--- src/rtl/turn_sequencer_pkg.sv ---
// Shared turn-code constants and sequencer state encoding, imported by the
// sequencer and by the line follower.
package turn_sequencer_pkg;

  typedef logic [1:0] turn_t;

  localparam turn_t TURN_STRAIGHT = 2'd0;
  localparam turn_t TURN_RIGHT    = 2'd1;
  localparam turn_t TURN_UTURN    = 2'd2;
  localparam turn_t TURN_LEFT     = 2'd3;

  typedef enum logic [1:0] {
    ST_IDLE,
    ST_READY,
    ST_RUN,
    ST_DONE
  } seq_state_t;

endpackage

--- src/rtl/turn_sequencer_if.sv ---
// Turn-list load channel from the path planner (master) to the sequencer (slave).
interface turn_sequencer_if;
  import turn_sequencer_pkg::*;

  logic  load_valid;
  turn_t load_turn;
  logic  load_last;
  logic  load_ready;

  modport master (output load_valid, output load_turn, output load_last, input  load_ready);
  modport slave  (input  load_valid, input  load_turn, input  load_last, output load_ready);
endinterface

--- src/rtl/turn_sequencer_mem.sv ---
// DEPTH x 2-bit turn list: one synchronous write port, one combinational read
// port, contents not reset.
module turn_mem
  import turn_sequencer_pkg::*;
#(
  parameter int DEPTH = 32,
  parameter int PTR_W = 5
) (
  input  logic             clk_3125KHz,
  input  logic             we,
  input  logic [PTR_W-1:0] wr_addr,
  input  turn_t            wr_data,
  input  logic [PTR_W-1:0] rd_addr,
  output turn_t            rd_data
);

  turn_t mem [DEPTH];

  always_ff @(posedge clk_3125KHz) begin
    if (we) mem[wr_addr] <= wr_data;
  end

  assign rd_data = mem[rd_addr];

endmodule

--- src/rtl/turn_sequencer.sv ---
// Path-execution block: loads a list of turn codes, then steps through it on
// each node_changed pulse from the line follower.
module turn_sequencer
  import turn_sequencer_pkg::*;
#(
  parameter int DEPTH = 32,
  parameter int PTR_W = 5
) (
  input  logic               clk_3125KHz,
  input  logic               reset,
  input  logic               clear,
  turn_sequencer_if.slave    load,
  input  logic               start,
  input  logic               node_changed,
  output turn_t              turn_flag,
  output logic               end_path,
  output logic               busy,
  output logic [PTR_W:0]     path_len,
  output logic [PTR_W:0]     node_count,
  output logic               overflow
);

  localparam logic [PTR_W:0] FULL_LEN = (PTR_W+1)'(DEPTH);

  seq_state_t       state, state_d;
  logic [PTR_W-1:0] rd_ptr, rd_ptr_d, rd_addr;
  turn_t            turn_flag_d, rd_data;
  logic             end_path_d, busy_d, overflow_d, mem_we, load_ready_w;
  logic [PTR_W:0]   path_len_d, node_count_d;

  assign load_ready_w    = (state == ST_IDLE) && (path_len < FULL_LEN);
  assign load.load_ready = load_ready_w;

  // Write address is the low bits of path_len; it only wraps once full, when no write occurs.
  turn_mem #(.DEPTH(DEPTH), .PTR_W(PTR_W)) u_mem (
    .clk_3125KHz (clk_3125KHz),
    .we          (mem_we),
    .wr_addr     (path_len[PTR_W-1:0]),
    .wr_data     (load.load_turn),
    .rd_addr     (rd_addr),
    .rd_data     (rd_data)
  );

  always_comb begin
    state_d      = state;
    rd_ptr_d     = rd_ptr;
    turn_flag_d  = turn_flag;
    end_path_d   = end_path;
    busy_d       = busy;
    path_len_d   = path_len;
    node_count_d = node_count;
    overflow_d   = overflow;
    mem_we       = 1'b0;
    rd_addr      = '0;

    if (load.load_valid && !load_ready_w) overflow_d = 1'b1;

    unique case (state)
      ST_IDLE: begin
        if (load.load_valid && load_ready_w) begin
          mem_we     = 1'b1;
          path_len_d = path_len + 1'b1;
          if (load.load_last || path_len_d == FULL_LEN) state_d = ST_READY;
        end
      end
      ST_READY, ST_DONE: begin
        if (start) begin
          rd_ptr_d     = '0;
          node_count_d = '0;
          turn_flag_d  = rd_data;
          busy_d       = 1'b1;
          end_path_d   = 1'b0;
          state_d      = ST_RUN;
        end
      end
      ST_RUN: begin
        // Look one entry ahead so the next code is ready on the advancing edge.
        rd_addr = rd_ptr + 1'b1;
        if (node_changed) begin
          node_count_d = node_count + 1'b1;
          if ({1'b0, rd_ptr} == path_len - 1'b1) begin
            turn_flag_d = TURN_STRAIGHT;
            end_path_d  = 1'b1;
            busy_d      = 1'b0;
            state_d     = ST_DONE;
          end else begin
            rd_ptr_d    = rd_ptr + 1'b1;
            turn_flag_d = rd_data;
          end
        end
      end
      default: state_d = ST_IDLE;
    endcase

    if (clear) begin
      state_d      = ST_IDLE;
      rd_ptr_d     = '0;
      turn_flag_d  = TURN_STRAIGHT;
      end_path_d   = 1'b0;
      busy_d       = 1'b0;
      path_len_d   = '0;
      node_count_d = '0;
      overflow_d   = 1'b0;
      mem_we       = 1'b0;
    end
  end

  always_ff @(posedge clk_3125KHz) begin
    if (reset) begin
      state      <= ST_IDLE;
      rd_ptr     <= '0;
      turn_flag  <= TURN_STRAIGHT;
      end_path   <= 1'b0;
      busy       <= 1'b0;
      path_len   <= '0;
      node_count <= '0;
      overflow   <= 1'b0;
    end else begin
      state      <= state_d;
      rd_ptr     <= rd_ptr_d;
      turn_flag  <= turn_flag_d;
      end_path   <= end_path_d;
      busy       <= busy_d;
      path_len   <= path_len_d;
      node_count <= node_count_d;
      overflow   <= overflow_d;
    end
  end

endmodule

--- src/flat_wrapper.sv ---
// flat-port wrapper written by rule: the top's interface ports become plain ports
module turn_sequencer_flat import turn_sequencer_pkg::*;
#(
  parameter int DEPTH = 32,
  parameter int PTR_W = 5
)
  (clk_3125KHz, reset, clear, start, node_changed, turn_flag, end_path, busy, path_len, node_count, overflow, load_load_valid, load_load_turn, load_load_last, load_load_ready);
  turn_sequencer_if load_i ();
  input  logic clk_3125KHz;
  input  logic reset;
  input  logic clear;
  input  logic start;
  input  logic node_changed;
  output turn_t turn_flag;
  output logic end_path;
  output logic busy;
  output logic [PTR_W:0] path_len;
  output logic [PTR_W:0] node_count;
  output logic overflow;
  input wire logic [$bits(load_i.load_valid)-1:0] load_load_valid;
  input wire logic [$bits(load_i.load_turn)-1:0] load_load_turn;
  input wire logic [$bits(load_i.load_last)-1:0] load_load_last;
  output wire logic [$bits(load_i.load_ready)-1:0] load_load_ready;
  assign load_i.load_valid = load_load_valid;
  assign load_i.load_turn = load_load_turn;
  assign load_i.load_last = load_load_last;
  assign load_load_ready = load_i.load_ready;
  turn_sequencer #(.DEPTH(DEPTH), .PTR_W(PTR_W)) u_core (.clk_3125KHz(clk_3125KHz), .reset(reset), .clear(clear), .load(load_i), .start(start), .node_changed(node_changed), .turn_flag(turn_flag), .end_path(end_path), .busy(busy), .path_len(path_len), .node_count(node_count), .overflow(overflow));
endmodule
--- config.mk ---
export PLATFORM = sky130hd
export DESIGN_NAME = turn_sequencer_flat
export DESIGN_NICKNAME = d
export VERILOG_FILES = /design/src/rtl/turn_sequencer_pkg.sv /design/src/rtl/turn_sequencer_if.sv /design/src/rtl/turn_sequencer_mem.sv /design/src/rtl/turn_sequencer.sv /design/src/flat_wrapper.sv
export SDC_FILE = /design/constraint.sdc
export NUM_CORES = 1
export LEC_CHECK = 0
export CAP_MARGIN = 20
export CORE_ASPECT_RATIO = 1.5
export CORE_UTILIZATION = 35
export CTS_CLUSTER_DIAMETER = 120
export DETAILED_ROUTE_END_ITERATION = 12
export HOLD_SLACK_MARGIN = 0.06
export PLACE_DENSITY = 0.61
export SETUP_SLACK_MARGIN = 0.5
export SYNTH_ARGS = -nofsm -noshare
export SYNTH_HDL_FRONTEND = slang
export SYNTH_SLANG_ARGS = --single-unit
export TNS_END_PERCENT = 1
--- constraint.sdc ---
create_clock -name clk_3125KHz -period 2.8 [get_ports clk_3125KHz]
set_input_delay 0.56 -clock clk_3125KHz [delete_from_list [all_inputs] [get_ports clk_3125KHz]]
set_output_delay 0.56 -clock clk_3125KHz [all_outputs]
set_load 0.02 [all_outputs]
* After elaboration in Yosys (flattened, before gate mapping) *
Memory sizes are Yosys's and may differ from the RTL's.
Cells that the tools add are included.

word-level totals
  register bits = 24
  bits in latches = 0
  RAM bits = 64
  bits in read-only memories = 0
  bits of input ports = 9
  output and inout port bits = 18
  logic and storage cells = 70
  memories kept = 1

cells by class
  $add $sub $neg = 4
  $mul = 0
  divide/modulo/power cells = 0
  $lt $le $gt $ge = 1
  eq/ne operators = 11
  shift operators = 0
  muxes and demuxes = 31
  bitwise logic cells = 0
  reductions and logical operators = 14

memory list
  name              depth  width  read ports  clocked after memory_dff  wr ports  RTL line                  RTL
  u_core.u_mem.mem  32     2      1           0                         1         turn_sequencer_mem.sv:17  turn_t mem [DEPTH];

operators by type and width
  cell                 count
  $mux 5               4
  $mux 2               8
  $add 6x1->6 const B  2
  $mux 6               2
  $pmux 6 s2           1
  $mux 1               11
  $ne 2x2->1 const B   5
  $pmux 5 s2           1
  $reduce_and 4->1     2
  $eq 5x6->1           1
  $eq 6x6->1 const B   1
  $lt 6x6->1 const B   1
  $pmux 2 s3           1
  $sub 6x1->6 const B  1
  $add 5x1->5 const B  1
  $reduce_and 5->1     1
  $eq 2x2->1 const B   2
  $pmux 1 s2           2
  $pmux 2 s2           1
  $reduce_or 2->1      2
  $logic_and 1x1->1    3
  $reduce_and 3->1     1
  $eq 2x1->1 const B   1
  $logic_not 2->1      1
  5 further kinds      5

* Logic depth before layout (Yosys ltp) *
  depth in word-level cells = 8
  depth in mapped cells = 10
  gate-level depth less buffers = 8

* Cells and area by module *
Synthesis repeated with hierarchy kept, for this count alone.

second synthesis, totals
  cell total of the unflattened synthesis = 338
  area, all modules = 3997.6 um^2

modules (own cells, without submodules)
  module          instances  cells each  area each (um^2)
  turn_mem        1          183         2742.6
  turn_sequencer  1          155         1255.0

* Worst setup path after synthesis *
Ideal clock, no wire load.

  path type = register to register
  from = reg u_core.path_len[1]
  to = reg u_core.rd_ptr[4]
  arrival time = 2122 ps
  data required time = 2672 ps
  path slack = 550 ps
  stages on the path, launching flop included = 10
  clock period less this slack = 2250 ps
  cells stage by stage = dfxtp_1 -> inv_1 -> ha_1 -> nor2b_1 -> or3_1 -> a31oi_1 -> a41o_1 -> buf_6 -> mux2i_1 -> nor2_1

between the ends
  word-level cells in the longest chain between the ends = 4

RTL lines
  element                            RTL line               RTL
  start: declaration                 turn_sequencer.sv:18   output logic [PTR_W:0] path_len,
  start signal: assignment           turn_sequencer.sv:124  path_len <= path_len_d;
  $sub 6x1->6                        turn_sequencer.sv:81   if ({1'b0, rd_ptr} == path_len - 1'b1) begin
  $eq 5x6->1                         turn_sequencer.sv:81
  $ne 2x2->1 (no source line)        n/a
  $reduce_and 4->1 (no source line)  n/a
  end signal: assignment             turn_sequencer.sv:120  rd_ptr <= rd_ptr_d;
  end: declaration                   turn_sequencer.sv:26   logic [PTR_W-1:0] rd_ptr, rd_ptr_d, rd_addr;

No other way between the ends.
A chain may end at the register's enable or synchronous reset.

* Worst setup path after layout *
  from = reg u_core.rd_ptr[1]
  to = reg u_core.turn_flag[0]

between the ends
  word-level cells in the longest chain between the ends = 6

RTL lines
  element                 RTL line               RTL
  $add 5x1->5             turn_sequencer.sv:78   rd_addr = rd_ptr + 1'b1;
  $mux 5                  turn_sequencer.sv:58   unique case (state)
  $mem_v2 32x2            n/a
  $mux 2                  turn_sequencer.sv:81
  $mux 2                  turn_sequencer.sv:79   if (node_changed) begin
  $pmux 2 s2 *            turn_sequencer.sv:58
  end signal: assignment  turn_sequencer.sv:121  turn_flag <= turn_flag_d;
  end: declaration        turn_sequencer.sv:15   output turn_t turn_flag,

Mark *: on every way between the ends. The rest lies on a longest branch, timed or not. The select of a mux whose other input is x is not followed.

==> out/metrics.yaml <==
status: "completed"
die-area_mm2: 0.0122
dpl_worst_slack_ns: 0.250
leakage_nw: 1.55
gp_congestion: 0.807
globalRouteOverflowTotal: 0
ys_ff_latch: 88
cts_setup_buffers: 0
synth_cells: 348
grt_pass1_vias: 2883
synth_edf_count: 64
crit_type: "flop to flop"
hold_class: "flop to flop"
synth_top_area_cell: "edfxtp_1"
io_buffers: 26
ant_nets: 0
drv_cap: 0
synth-xor-area-share_pct: 3.62
combinationalPowerShare_pct: 3.7
critPathMaxFanout: 7
cts_made_buffers: 9
design.core.area_mm2: 0.0115
num_rows: 48
end_kind: "flop"
drt_pass1_iterations: 4
synthDistinctLibCells: 54
finalSetupViolations: 0
skew_ns: 0.00544
async_reset_ff_share_pct: 0
dieHeight_um: 135
ir_worst_vdd_mv: 0.244
rsz0062_at_grt: "true"
insertedDiodeCount: 0
synthTopCellsByArea: "edfxtp_1, dfxtp_1, nor2_1"
postCtsHoldBufs: 0
fin_util_pct: 42.4
grt_pass1_wl_mm: 15.2
yosys.cell_count.top_type: "edfxtp_1"
pwr-share-clk_pct: 45.6
synthAdderAreaFrac_pct: 1.83
start_util_pct: 35.8
dp.cells: 518
stdcell_count: 533
antenna_found_initial: 0
netlist.area_leader.share_pct: 46.8
drc: 0
cts_resized: 2
hpwl_mm: 6.65
wl_mm: 9.45
drive_above_1_share_pct: 13.3
clkSinkCount: 88
clk_latency_ns: 0.34
total_power_w: 0.00276
p_sw_share_pct: 19.8
clkSlewWorstSetupHoldPaths_ns: 0.06
synth_warnings: 0
fill_cells: 1069
finalWorstSetupSlack_ns: 0.437
viasPerCell: 5.35
drtIter0Drc: 189
seqPwrFrac_pct: 50.8
area_growth_pct: 18.4
cts_root_buffer: "clkbuf_16"
synth-compound-area-share_pct: 10.5
ys_seq_area_share_pct: 58.5
p_int_w: 0.00221
io_pins: 27
cp-start-kind: "flop"
fin_crit_sh_pct: 84.4
synth_flop_cell: "edfxtp_1"
cts_tree: "done"
grt_util_all_layers_pct: 16.6
synthMuxAreaShare_pct: 5.76
crit_arrival_ns: 2.64
num-nets-final: 394
grt_max_degree: 33
final.setup.tns_ns: 0
power_density_mw_per_mm2: 568
synth_nets: 363
wire_per_inst_um: 17.7
hold_violations: 0
clockBufferDepth: 2
synthSimpleGateAreaFrac_pct: 16.1
max_freq_mhz: 423
vias: 2849
worstPathRequired_ns: 3.08
synth_area_mm2: 0.00411
synth_top_family_by_area: "simple AND/OR/NAND/NOR gates"
syn_area_per_cell_um2: 11.8
tightest_slew_ns: 0.559
relSlewSlack_pct: 62.6
switchingPower_w: 0.000548
drv_slew: 0
die_x_um: 90.5
fin_crit_ns: 2.36
h-tree-depth: 3
synth_common_cells: "edfxtp_1, nor2_1, dfxtp_1"
==> cells in the final DEF, fill, tap and decap left out, types with 10 or more instances in the layout <==
cell type        count
nand3_1             10
nor2_1              63
dfxtp_1             22
buf_4               11
edfxtp_1            64
nand2_1             19
clkdlybuf4s50_1     25
o21ai_0             12
mux2i_1             17
==> worst max-delay path, stage by stage, from the launching register on <==
cell and delay, ns:
dfxtp_1 0.37, ha_1 0.36, buf_4 0.18, nand3b_1 0.28, o2bb2ai_2 0.26, mux2i_1 0.11, a2111oi_2 0.44, buf_4 0.18
o31a_1 0.12
==> flip-flops by register name (all words and copies together) (netlist names) <==
| register | flops |
|---|---|
| u_core.busy | 1 |
| u_core.end_path | 1 |
| u_core.node_count | 6 |
| u_core.overflow | 1 |
| u_core.path_len | 6 |
| u_core.rd_ptr | 5 |
| u_core.state | 2 |
| u_core.turn_flag | 2 |
| u_core.u_mem.mem | 64 |
==> worst paths after layout <==
kind                                  from  cells after the start                               end  slack (ns)
min           u_core.end_path$_SDFFE_PP0P_                      1      u_core.end_path$_SDFFE_PP0P_        0.46
max reg2reg  u_core.rd_ptr[1]$_SDFFE_PP0P_                      8  u_core.turn_flag[0]$_SDFFE_PP0P_        0.44
max          u_core.rd_ptr[1]$_SDFFE_PP0P_                      8  u_core.turn_flag[0]$_SDFFE_PP0P_        0.44
min reg2reg   u_core.end_path$_SDFFE_PP0P_                      1      u_core.end_path$_SDFFE_PP0P_        0.46
==> stage by stage <==
stage	area, um^2	hold slack (ns)
after global routing	4860	0.491
after CTS	4830	0.468
after detailed placement	4520	0.454
after floorplan	4110	0.529
final	4860	0.463
after global placement	4520	0.452
==> kinds of logic after synthesis <==
family          count (synthesis)
simple gates                  132
flops                          88
compound gates                 58
buf+inv                        24
mux                            23
xor+xnor                       17
fa+ha+maj                       6
==> power groups by stage <==
stage	Combinational (W)	Clock [W]	Sequential, W
after CTS	0.000101	0.00128	0.00140
final	0.000101	0.00126	0.00140
after global placement	0.0000994	0	0.00143
after global routing	0.000110	0.00133	0.00140
after detailed placement	0.000101	0	0.00143
after floorplan	0.0000493	0	0.00143
==> cell type report <==
| type | count | area, um^2 | area share, % |
|---|---|---|---|
| clock inverter | 6 | 85.1 | 1.75 |
| multi-input combinational | 236 | 1580 | 32.6 |
| tap | 150 | 188 | 3.86 |
| sequential | 88 | 2400 | 49.5 |
| clock buffer | 9 | 225 | 4.63 |
| inverter | 6 | 22.5 | 0.463 |
| timing repair buffer | 38 | 353 | 7.26 |
==> per-layer routing <==
layer | track usage [%] | wire length [um]
met5 | 0 | 0
met1 | 18.1 | 3650
met4 | 8.60 | 289
met3 | 2.93 | 298
met2 | 30.5 | 5220
Note: power is estimated with default switching activity, not from simulation.
